[src/rtl/dmg_oam_dma.sv]
// DMG OAM DMA controller: a write to FF46 copies XFER_LEN bytes from {src,8'h00} into OAM.
// Optional macro DMG_DMA_RESTART_EN: a write during an active transfer restarts it from the new source.
module dmg_oam_dma #(
    parameter int XFER_LEN = 160,
    parameter int MCYC     = 4
) (
    input  logic        clk,
    input  logic        nreset,
    input  logic        ff46_wr,
    input  logic [7:0]  d_in,
    output logic [7:0]  d_out,
    output logic        dma_run,
    output logic        dma_addr_ext,
    output logic        vram_to_oam,
    output logic [15:0] dma_a,
    output logic [7:0]  oam_a,
    output logic        oam_wr
);

    localparam int PH_W = (MCYC > 2) ? $clog2(MCYC) : 1;
    localparam logic [PH_W-1:0] PH_LAST  = PH_W'(MCYC - 1);
    localparam logic [7:0]      IDX_LAST = 8'(XFER_LEN - 1);

    typedef enum logic [1:0] {IDLE, START, RUN} state_t;

    state_t          state, state_n;
    logic [7:0]      src, src_n;
    logic [7:0]      run_src, run_src_n;   // source of the transfer currently on the bus
    logic [7:0]      idx, idx_n;
    logic [PH_W-1:0] ph, ph_n;             // phase of the running transfer
    logic [PH_W-1:0] sph, sph_n;           // phase of the START M-cycle
    logic            run_n, oam_wr_n;
    logic [7:0]      eff_src;
    logic            is_vram;

    // An active transfer keeps counting even while a restart's START M-cycle runs alongside it.
    always_comb begin
        // NOTE: every signal gets a default first so no path leaves it unassigned (no latches).
        state_n   = state;
        src_n     = src;
        run_src_n = run_src;
        idx_n     = idx;
        ph_n      = ph;
        sph_n     = sph;
        run_n     = dma_run;

        if (dma_run) begin
            if (ph == PH_LAST) begin
                ph_n = '0;
                if (idx == IDX_LAST) begin
                    run_n = 1'b0;
                    idx_n = 8'h00;
                end else begin
                    idx_n = idx + 8'd1;
                end
            end else begin
                ph_n = ph + 1'b1;
            end
        end

        case (state)
            START: begin
                if (sph == PH_LAST) begin
                    state_n = RUN;
                    run_n   = 1'b1;
                    idx_n   = 8'h00;
                    ph_n    = '0;
`ifdef DMG_DMA_RESTART_EN
                    run_src_n = src;
`endif
                end else begin
                    sph_n = sph + 1'b1;
                end
            end
            RUN:     if (!run_n) state_n = IDLE;
            default: ;
        endcase

        if (ff46_wr) begin
            src_n = d_in;
            if (state == IDLE) begin
                state_n = START;
                sph_n   = '0;
`ifndef DMG_DMA_RESTART_EN
                run_src_n = d_in;
`endif
            end
`ifdef DMG_DMA_RESTART_EN
            else begin
                state_n = START;
                sph_n   = '0;
            end
`endif
        end

        // Strobe is registered: high for the clk whose closing edge writes the byte.
        oam_wr_n = run_n && (ph_n == PH_LAST);
    end

    // NOTE: sequential state uses non-blocking assignments so every register samples pre-edge values.
    always_ff @(posedge clk or negedge nreset) begin
        if (!nreset) begin
            state   <= IDLE;
            src     <= 8'h00;
            run_src <= 8'h00;
            idx     <= 8'h00;
            ph      <= '0;
            sph     <= '0;
            dma_run <= 1'b0;
            oam_wr  <= 1'b0;
        end else begin
            state   <= state_n;
            src     <= src_n;
            run_src <= run_src_n;
            idx     <= idx_n;
            ph      <= ph_n;
            sph     <= sph_n;
            dma_run <= run_n;
            oam_wr  <= oam_wr_n;
        end
    end

    // Echo RAM E000-FDFF mirrors work RAM C000-DDFF.
    assign eff_src = (run_src >= 8'hE0) ? (run_src - 8'h20) : run_src;
    assign is_vram = (eff_src[7:5] == 3'b100);

    assign d_out        = src;
    assign dma_a        = dma_run ? {eff_src, idx} : 16'h0000;
    assign oam_a        = dma_run ? idx : 8'h00;
    assign vram_to_oam  = dma_run && is_vram;
    assign dma_addr_ext = dma_run && !is_vram;

endmodule

[config.mk]
export PLATFORM = sky130hd
export DESIGN_NAME = dmg_oam_dma
export DESIGN_NICKNAME = d
export VERILOG_FILES = /design/src/rtl/dmg_oam_dma.sv
export SDC_FILE = /design/constraint.sdc
export NUM_CORES = 1
export LEC_CHECK = 0
export CAP_MARGIN = 40
export CELL_PAD_IN_SITES_DETAIL_PLACEMENT = 0
export CELL_PAD_IN_SITES_GLOBAL_PLACEMENT = 2
export CORE_MARGIN = 5
export CORE_UTILIZATION = 29
export CTS_BUF_LIST = sky130_fd_sc_hd__clkbuf_4 sky130_fd_sc_hd__clkbuf_8 sky130_fd_sc_hd__clkbuf_16
export DETAILED_ROUTE_END_ITERATION = 12
export GPL_ROUTABILITY_DRIVEN = 0
export GPL_TIMING_DRIVEN = 1
export HOLD_SLACK_MARGIN = 0.12
export PLACE_DENSITY = 0.88
export SLEW_MARGIN = 20
export SYNTH_ARGS = -nofsm -noshare
export SYNTH_HDL_FRONTEND = slang
export SYNTH_SLANG_ARGS = --single-unit
[constraint.sdc]
create_clock -name clk -period 1.85 [get_ports clk]
set_clock_uncertainty 0.05 [all_clocks]
set_input_delay 0.555 -clock clk [delete_from_list [all_inputs] [get_ports clk]]
set_output_delay 0.555 -clock clk [all_outputs]
set_load 0.02 [all_outputs]
Yosys cells after proc, flatten, opt, wreduce, memory -nomap -nowiden

Index checks and enable logic that the tools add are counted.

Flip-flop bits (word level): 32
Input port bits: 11
Output and inout port bits: 36
Word-level logic and storage cells: 52

Add/sub/neg operators: 4
Order comparisons: 1
Eq/ne operators: 7
Mux-type cells: 26
Reduce and logical (&&, ||, !) cells: 6

Operators with widths:

| cell                                                     | count |
|---|---|
| two-way mux 8 bit                                        | 7 |
| two-way mux 2 bit                                        | 12 |
| two-way mux 16 bit                                       | 1 |
| adder 8 x 1 -> 8 bit, second input constant              | 1 |
| == test 2 bit, second input constant                     | 4 |
| == test 8 bit, second input constant                     | 1 |
| greater-or-equal comparator 8 bit, second input constant | 1 |
| subtractor 8 x 6 -> 8 bit, second input constant         | 1 |
| two-way mux 1 bit                                        | 5 |
| adder 2 x 1 -> 2 bit, second input constant              | 2 |
| case mux 2 bit (2 select lines)                          | 1 |
| == test 3 bit, second input constant                     | 1 |
| logical AND 1 bit                                        | 3 |
| == test 2 x 1 -> 1 bit, second input constant            | 1 |
| zero test 2 bit                                          | 1 |
| AND reduction 2 bit                                      | 1 |
| zero test 1 bit                                          | 1 |

Depth between registers and ports, before layout

Gate-level depths: netlist of run 1.

Depth in word-level cells: 8
Mapped depth: 6
Mapped depth without buffers: 5

Worst setup path before layout of run 1

OpenSTA, ideal clock, no wires.

Kind: register to output
Start point: register run_src[5]
End point: output port dma_addr_ext
Arrival: 1425 ps
Data required time: 1245 ps
Path slack: -180 ps
Stages on the path, launching flop included: 6
Path buffers: 0
Cells stage by stage: dfrtp_1 inv_1 ha_1 nand4b_1 o21ai_0 a21boi_0

Longest elaborated chain between the ends: 5
Elaborated cells on any way between the ends: 6
Classes of those cells: add/sub: 1; order compare: 1; eq/ne: 1; mux: 1; reduce/logical: 2

Ends and longest elaborated chain:

| what                                                                           | line | RTL |
|---|---|---|
| start: declaration                                                             | 28   | `logic [7:0] run_src, run_src_n;` |
| start signal: assignment                                                       | 114  | `run_src <= run_src_n;` |
| subtractor 8 x 6 -> 8 bit or greater-or-equal comparator 8 bit (tied branches) | 124  | `assign eff_src = (run_src >= 8'hE0) ? (run_src - 8'h20) : run_src;` |
| two-way mux 8 bit *                                                            | 124  |  |
| == test 3 bit *                                                                | 125  | `assign is_vram = (eff_src[7:5] == 3'b100);` |
| zero test 1 bit *                                                              | 131  | `assign dma_addr_ext = dma_run && !is_vram;` |
| logical AND 1 bit *                                                            | 131  |  |
| end: declaration                                                               | 13   | `output logic dma_addr_ext,` |

Mark *: on every way between the ends. The rest lies on a longest branch, timed or not.

Worst setup path after layout of run 1

Start point: register run_src[6]
End point: output port vram_to_oam

Longest elaborated chain between the ends: 4
Elaborated cells on any way between the ends: 5
Classes of those cells: add/sub: 1; order compare: 1; eq/ne: 1; mux: 1; reduce/logical: 1

Ends and longest elaborated chain:

| what                                                                           | line | RTL |
|---|---|---|
| subtractor 8 x 6 -> 8 bit or greater-or-equal comparator 8 bit (tied branches) | 124  |  |
| two-way mux 8 bit *                                                            | 124  |  |
| == test 3 bit *                                                                | 125  |  |
| logical AND 1 bit *                                                            | 130  | `assign vram_to_oam = dma_run && is_vram;` |
| end: declaration                                                               | 14   | `output logic vram_to_oam,` |

Marked as above.

==> results.sh, run 1 <==
export IMPL_area_growth_pct=55.2
export IMPL_reg2reg_from="dma_run$_DFF_PN0_"
export IMPL_rsz0062_at_grt="yes"
export IMPL_drive_above_1_share=0.451
export IMPL_synth_compound_area_frac=0.101
export IMPL_grt_pass1_wl_um=6210
export IMPL_worst_slack_ns=-0.189
export IMPL_rows=27
export IMPL_grt_pass1_vias=1340
export IMPL_powerDensity_mw_per_mm2=1660
export IMPL_yosysSeqAreaShare=0.491
export IMPL_synth_area_per_cell_um2=10.6
export IMPL_r2r_end="idx[0]$_DFF_PN0_"
export IMPL_synth_top_area_frac=0.491
export IMPL_worstSetupPathType="flop to output pin"
export IMPL_root_buffer="clkbuf_8"
export IMPL_vias_per_cell=4.60
export IMPL_nFillCells=528
export IMPL_grt_max_degree=33
export IMPL_synth_seq_cells=32
export IMPL_p_sw_frac=0.368
export IMPL_endpoint_kind="output pin"
export IMPL_antenna_left=0
export IMPL_die_area_mm2=0.00723
export IMPL_period_minus_slack_ns=2.04
export IMPL_io_buffer_count=46
export IMPL_clkTransAtPathRegs_ns=0.06
export IMPL_synth_top_family_by_area="simple AND/OR/NAND/NOR gates"
export IMPL_drt_wirelength_per_cell_um=12.4
export IMPL_synth_area_leaders="dfrtp_1 49%, mux2_2 9.7%, and2_1 5.0%"
export IMPL_startpoint="run_src[6]$_DFFE_PN0P_"
export IMPL_layout_cells_non_filler=296
export IMPL_syn_nets=171
export IMPL_drtPass1Iterations=4
export IMPL_num_antenna_cells=0
export IMPL_clock_fmax_mhz=490
export IMPL_slew_violations=0
export IMPL_synth_xor_area_frac=0.0161
export IMPL_drv_cap=0
export IMPL_muxShareOfSynthArea=0.103
export IMPL_cp_data_arrival_time_ns=1.43
export IMPL_sequentialPowerShare=0.256
export IMPL_rrSetupSlack_ns=0.23
export IMPL_dieHeight_um=85.0
export IMPL_hold_path_depth=1
export IMPL_fin_nets=240
export IMPL_insertion_delay_ns=0.29
export IMPL_clockPowerShare=0.175
export IMPL_setup_violations=4
export IMPL_status="complete, but fails checks"
export IMPL_synth_adder_area_share=0.0460
export IMPL_cp_start_kind="flop"
export IMPL_setup_tns_ns=-0.440
export IMPL_postCtsHoldBufs=0
export IMPL_clockBufferDepth=2
export IMPL_p_comb_frac=0.569
export IMPL_htree_num_levels=2
export IMPL_synth_area_leader_cell="dfrtp_1"
export IMPL_worst_pin_slew_ns=0.500
export IMPL_power_switching_mw=1.54
export IMPL_grt_ovfl_total=0
export IMPL_worstHoldPathType="flop to flop"
export IMPL_cts_buffers=5
export IMPL_irDropWorstVdd_uv=775
export IMPL_ios=47
export IMPL_drt_iter0_markers=57
export IMPL_syn_cell_area_mm2=0.00163
export IMPL_ff2ff_path_depth=6
export IMPL_worstPathMaxFanout=2
export IMPL_whs_ns=0.449
export IMPL_min_period_over_period=1.10
export IMPL_synth_cell_types=34
export IMPL_track_usage=0.107
export IMPL_wirelength_um=3680
export IMPL_power_internal_mw=2.66
export IMPL_violations="negative setup slack"
export IMPL_cts_tree="built"
export IMPL_hold_viol=0
export IMPL_power_leakage_nw=1.18
export IMPL_synth_simple_area_share=0.173
export IMPL_die_w_um=85.0
export IMPL_core_area_mm2=0.00547
export IMPL_relSlewSlack=0.664
export IMPL_yosysWarnings=0
export IMPL_hpwlAfterDp_um=2560
export IMPL_required_ns=1.24
export IMPL_cts_sinks=32
export IMPL_crit_end="vram_to_oam"
export IMPL_initial_utilization=0.298
export IMPL_syn_inst=154
export IMPL_route_detailed_drc=0
export IMPL_vias=1363
export IMPL_placedCellCount=278
export IMPL_antenna_found_initial=0
[cells by family (layout without fill, tap and decap cells)]
kind of cell             after synthesis  in the layout
AO/OA/AOI/OAI                         27             27
XOR/XNOR                               3              3
adder cells (fa/ha/maj)                6              6
buffers and inverters                 20             90
flip-flops                            32             32
multiplexers                          15             15
AND/OR/NAND/NOR                       51             51
[metrics by stage]
step	power [mW]	utilization	instance area [µm²]	worst slack [ns]
2_1_floorplan	2.29	-	1640	-0.0344
5_1_grt	4.50	0.463	2530	-0.314
6_report	4.20	0.463	2530	-0.189
3_5_place_dp	3.16	0.413	2260	-0.407
3_3_place_gp	3.15	0.413	2260	-0.379
4_1_cts	3.91	0.428	2340	-0.194
[cell type report]
| class | count | area (µm²) | share of cell area |
|---|---|---|---|
| clock buffers | 7 | 96.3 | 0.0380 |
| clock inverters | 1 | 30.0 | 0.0119 |
| inverters | 6 | 22.5 | 0.00889 |
| multi-input cells | 102 | 766 | 0.302 |
| flip-flops and latches | 32 | 801 | 0.316 |
| well taps | 72 | 90.1 | 0.0356 |
| repair buffers | 76 | 727 | 0.287 |
[worst min-delay path by stage]
| stage | startpoint | end | slack [ns] |
|---|---|---|---|
| after floorplan | nreset | d_out[0]$_DFFE_PN0P_ | 0.21 |
| after global placement | run_src[2]$_DFFE_PN0P_ | run_src[2]$_DFFE_PN0P_ | 0.43 |
| after detailed placement | run_src[0]$_DFFE_PN0P_ | run_src[0]$_DFFE_PN0P_ | 0.44 |
| after CTS | run_src[0]$_DFFE_PN0P_ | run_src[0]$_DFFE_PN0P_ | 0.45 |
| after global routing | run_src[0]$_DFFE_PN0P_ | run_src[0]$_DFFE_PN0P_ | 0.47 |
| final | run_src[4]$_DFFE_PN0P_ | run_src[4]$_DFFE_PN0P_ | 0.45 |
[state kept, by name, indices dropped and copies added (netlist names)]
name     count
sph          2
state        2
run_src      8
oam_wr       1
dma_run      1
d_out        8
idx          8
ph           2
[per-layer routing]
| layer | track usage | share of wire |
|---|---|---|
| met5 | 0 | 0 |
| met2 | 0.172 | 0.49 |
| met4 | 0.0388 | 0.014 |
| met1 | 0.126 | 0.41 |
| met3 | 0.0476 | 0.083 |
[power by group through the flow]
| stage | clock, mW | sequential (mW) | combinational (mW) |
|---|---|---|---|
| floorplan | 0 | 1.13 | 1.15 |
| global placement | 0 | 1.08 | 2.07 |
| detailed placement | 0 | 1.08 | 2.08 |
| CTS | 0.757 | 1.07 | 2.08 |
| global route | 0.785 | 1.11 | 2.61 |
| finish | 0.734 | 1.07 | 2.39 |
[repair_timing]
action,in CTS,in global routing
gates cloned,0,1
pin swaps,3,2
gates resized for setup,128,59
setup endpoints to repair,33,28
buffers inserted,6,4
[cell usage after synthesis, drive strengths merged]
| master | number |
|---|---|
| dfrtp | 32 |
| and2 | 14 |
| mux2 | 14 |
| buf | 13 |
| nand2 | 13 |
| a21oi | 9 |
| o21ai | 9 |
| ha | 6 |
| inv | 6 |
| nand3 | 6 |
| nor2 | 6 |
| or3 | 4 |
| a31oi | 3 |
| nand4 | 2 |
| o31ai | 2 |
| xor2 | 2 |
| a21boi | 1 |
| a311oi | 1 |
| a41oi | 1 |
| and3 | 1 |
| clkbuf | 1 |
| mux2i | 1 |
| nand4b | 1 |
| nand4bb | 1 |
| nor2b | 1 |
| nor4 | 1 |
| o211ai | 1 |
| or4 | 1 |
| xnor2 | 1 |
[critical path, cell delays in order, from the launching register on]
cell      delay (ns)
dfrtp_1         0.36
inv_2           0.06
ha_4            0.26
nand4b_1        0.08
o21ai_1         0.10
nor2b_2         0.17
buf_6           0.12
[cells in the final DEF (no fill, tap or decap), types with 4 or more instances in the layout]
master and count:
and2_4 10, nand3_1 5, buf_4 28, o21ai_0 8
mux2_2 14, clkdlybuf4s50_1 10, ha_1 5, inv_1 4
dfrtp_1 32, buf_6 25, nor2_1 6, dlygate4sd2_1 6
or3_1 4, a21oi_1 7, nand2_1 11, clkbuf_8 7
No activity file was read; power rests on OpenSTA's default activity.
==> run 2, diff against run 1 <==
Settings changed: CORE_UTILIZATION 29 to 31, PLACE_DENSITY 0.88 to 0.93.
Clock period 1.85 ns to 2.4 ns, I/O delays scaled along.
==> run 2 against run 1 <==
Effect of this change: the run now ends clean; first-iteration DRC count shrank 49%; routed wire length shrank 4.6%; via count shrank 9.2%; final area shrank 9.3%; clock-buffer cell count shrank 2; register-to-register slack gained 0.55 ns; clock power shrank 30%; core utilization shrank 1.3 points; flip-flop and latch count is the same; sequential power shrank 20%; worst setup slack gained 0.33 ns; critical path type unchanged; critical endpoint is now dma_a[14]; largest cell class unchanged.
==> results.sh, run 2 (same netlist as run 1, synthesis figures left out) <==
export IMPL_r2r_end="run_src[2]$_DFFE_PN0P_"
export IMPL_vias_per_cell=4.53
export IMPL_crit_end="dma_a[14]"
export IMPL_num_antenna_cells=0
export IMPL_layout_cells_non_filler=273
export IMPL_required_ns=1.63
export IMPL_area_growth_pct=40.7
export IMPL_slew_violations=0
export IMPL_initial_utilization=0.319
export IMPL_final_cell_mix="32 x dfrtp_1, 20 x clkdlybuf4s50_1, 15 x dlymetal6s2s_1"
export IMPL_rsz0062_at_grt="no"
export IMPL_worstPathMaxFanout=2
export IMPL_io_buffer_count=46
export IMPL_relSlewSlack=0.668
export IMPL_die_area_mm2=0.00681
export IMPL_ff2ff_path_depth=4
export IMPL_htree_num_levels=2
export IMPL_status="finished clean"
export IMPL_fin_nets=219
export IMPL_layout_commonest_cell="dfrtp_1"
export IMPL_multi_input_area_um2=717
export IMPL_crit_path_max_incr_delay_ns=0.35
export IMPL_nFillCells=525
export IMPL_drv_cap=0
export IMPL_whs_ns=0.453
export IMPL_vias=1237
export IMPL_track_usage=0.112
export IMPL_min_period_over_period=0.940
export IMPL_cts_sinks=32
export IMPL_grt_ovfl_total=0
export IMPL_die_w_um=82.5
export IMPL_ios=47
export IMPL_insertion_delay_ns=0.28
export IMPL_grt_pass1_wl_um=5720
export IMPL_clock_fmax_mhz=443
export IMPL_cts_tree="built"
export IMPL_antenna_found_initial=0
export IMPL_cp_data_arrival_time_ns=1.49
export IMPL_drt_wirelength_per_cell_um=12.9
export IMPL_root_buffer="clkbuf_8"
export IMPL_cts_buffers=5
export IMPL_cp_start_kind="flop"
export IMPL_register_area_um2=801
export IMPL_setup_violations=0
export IMPL_rrSetupSlack_ns=0.78
export IMPL_route_detailed_drc=0
export IMPL_reg2reg_from="state[0]$_DFF_PN0_"
export IMPL_endpoint_kind="output pin"
export IMPL_irDropWorstVdd_uv=411
export IMPL_grt_max_degree=33
export IMPL_powerDensity_mw_per_mm2=1210
export IMPL_worstHoldPathType="flop to flop"
export IMPL_grt_pass1_vias=1173
export IMPL_drt_iter0_markers=29
export IMPL_crit_slowest_cell="dfrtp_1"
export IMPL_antenna_left=0
export IMPL_power_leakage_nw=1.20
export IMPL_placedCellCount=265
export IMPL_period_minus_slack_ns=2.26
export IMPL_path_cells="inv_1, ha_1, a31oi_1, dlygate4sd2_1"
export IMPL_rows=26
export IMPL_worst_pin_slew_ns=0.494
export IMPL_dieHeight_um=82.5
export IMPL_hpwlAfterDp_um=2620
export IMPL_clkTransAtPathRegs_ns=0.07
export IMPL_drive_above_1_share=0.187
export IMPL_worstSetupPathType="flop to output pin"
export IMPL_drtPass1Iterations=4
export IMPL_wirelength_um=3510
export IMPL_hold_viol=0
export IMPL_startpoint="run_src[5]$_DFFE_PN0P_"
export IMPL_core_area_mm2=0.00511
export IMPL_hold_path_depth=1
export IMPL_clockBufferDepth=2
-- run 2: cell types whose count changed in the layout (fill, tap and decap cells not counted), moves of 3 or more --
cell / change
and2_1: +10
buf_6: -25
dlygate4sd2_1: +3
buf_4: -20
and2_4: -10
dlymetal6s2s_1: +12
clkdlybuf4s50_1: +10
-- run 2: final cells by class --
| type | count | area share |
|---|---|---|
| sequential | 32 | 0.349 |
| multi-input combinational | 102 | 0.312 |
| timing repair buffer | 55 | 0.243 |
| tap | 70 | 0.0381 |
| clock buffer | 5 | 0.0300 |
| clock inverter | 3 | 0.0185 |
| inverter | 6 | 0.00981 |
-- run 2: per-stage QoR --
| step | TNS [ns] | area, µm² | total power [mW] | util | setup slack, ns |
|---|---|---|---|---|---|
| after floorplan | 0 | 1630 | 1.75 | - | 0.205 |
| after global placement | -0.0183 | 2170 | 2.35 | 0.425 | -0.0183 |
| after detailed placement | -0.0149 | 2170 | 2.37 | 0.425 | -0.0149 |
| after CTS | 0 | 2270 | 2.85 | 0.444 | 0.00194 |
| after global routing | 0 | 2300 | 2.98 | 0.450 | 0.00696 |
| final | 0 | 2300 | 2.77 | 0.450 | 0.143 |
-- run 2: worst max-delay path, delay by kind of cell, from the launching register on --
kind            cells  cell delay (ns)
fa+ha+maj           1             0.30
flops               1             0.35
buf+inv             2             0.40
compound gates      1             0.15
-- run 2: report_power, final --
| group | leakage, nW | switching, mW | total (mW) | internal [mW] |
|---|---|---|---|---|
| combinational | 0.751 | 0.747 | 1.40 | 0.657 |
| sequential | 0.393 | 0.135 | 0.851 | 0.717 |
| clock | 0.0541 | 0.206 | 0.513 | 0.307 |
-- run 2: layer usage --
layer / up-vias / routed length [µm] / track usage
met5: - / 0 / 0
met4: 0 / 56 / 0.0441
met3: 5 / 160 / 0.0325
met2: 21 / 1740 / 0.181
met1: 591 / 1560 / 0.140
li1: 620 / - / -
-- run 2: timing repair --
item,4_1_cts,5_1_grt
hold buffers,0,0
setup buffers,0,0
gates resized for setup,15,18
pin swaps,0,0
endpoints found under the setup margin,13,17
-- run 2: worst min-delay path by stage --
stage                            from                endpoint  slack [ns]
2_1_floorplan                  nreset    d_out[0]$_DFFE_PN0P_        0.37
4_1_cts        run_src[4]$_DFFE_PN0P_  run_src[4]$_DFFE_PN0P_        0.45
5_1_grt        run_src[4]$_DFFE_PN0P_  run_src[4]$_DFFE_PN0P_        0.47
6_report       run_src[1]$_DFFE_PN0P_  run_src[1]$_DFFE_PN0P_        0.45
3_3_place_gp   run_src[4]$_DFFE_PN0P_  run_src[4]$_DFFE_PN0P_        0.43
3_5_place_dp   run_src[4]$_DFFE_PN0P_  run_src[4]$_DFFE_PN0P_        0.44
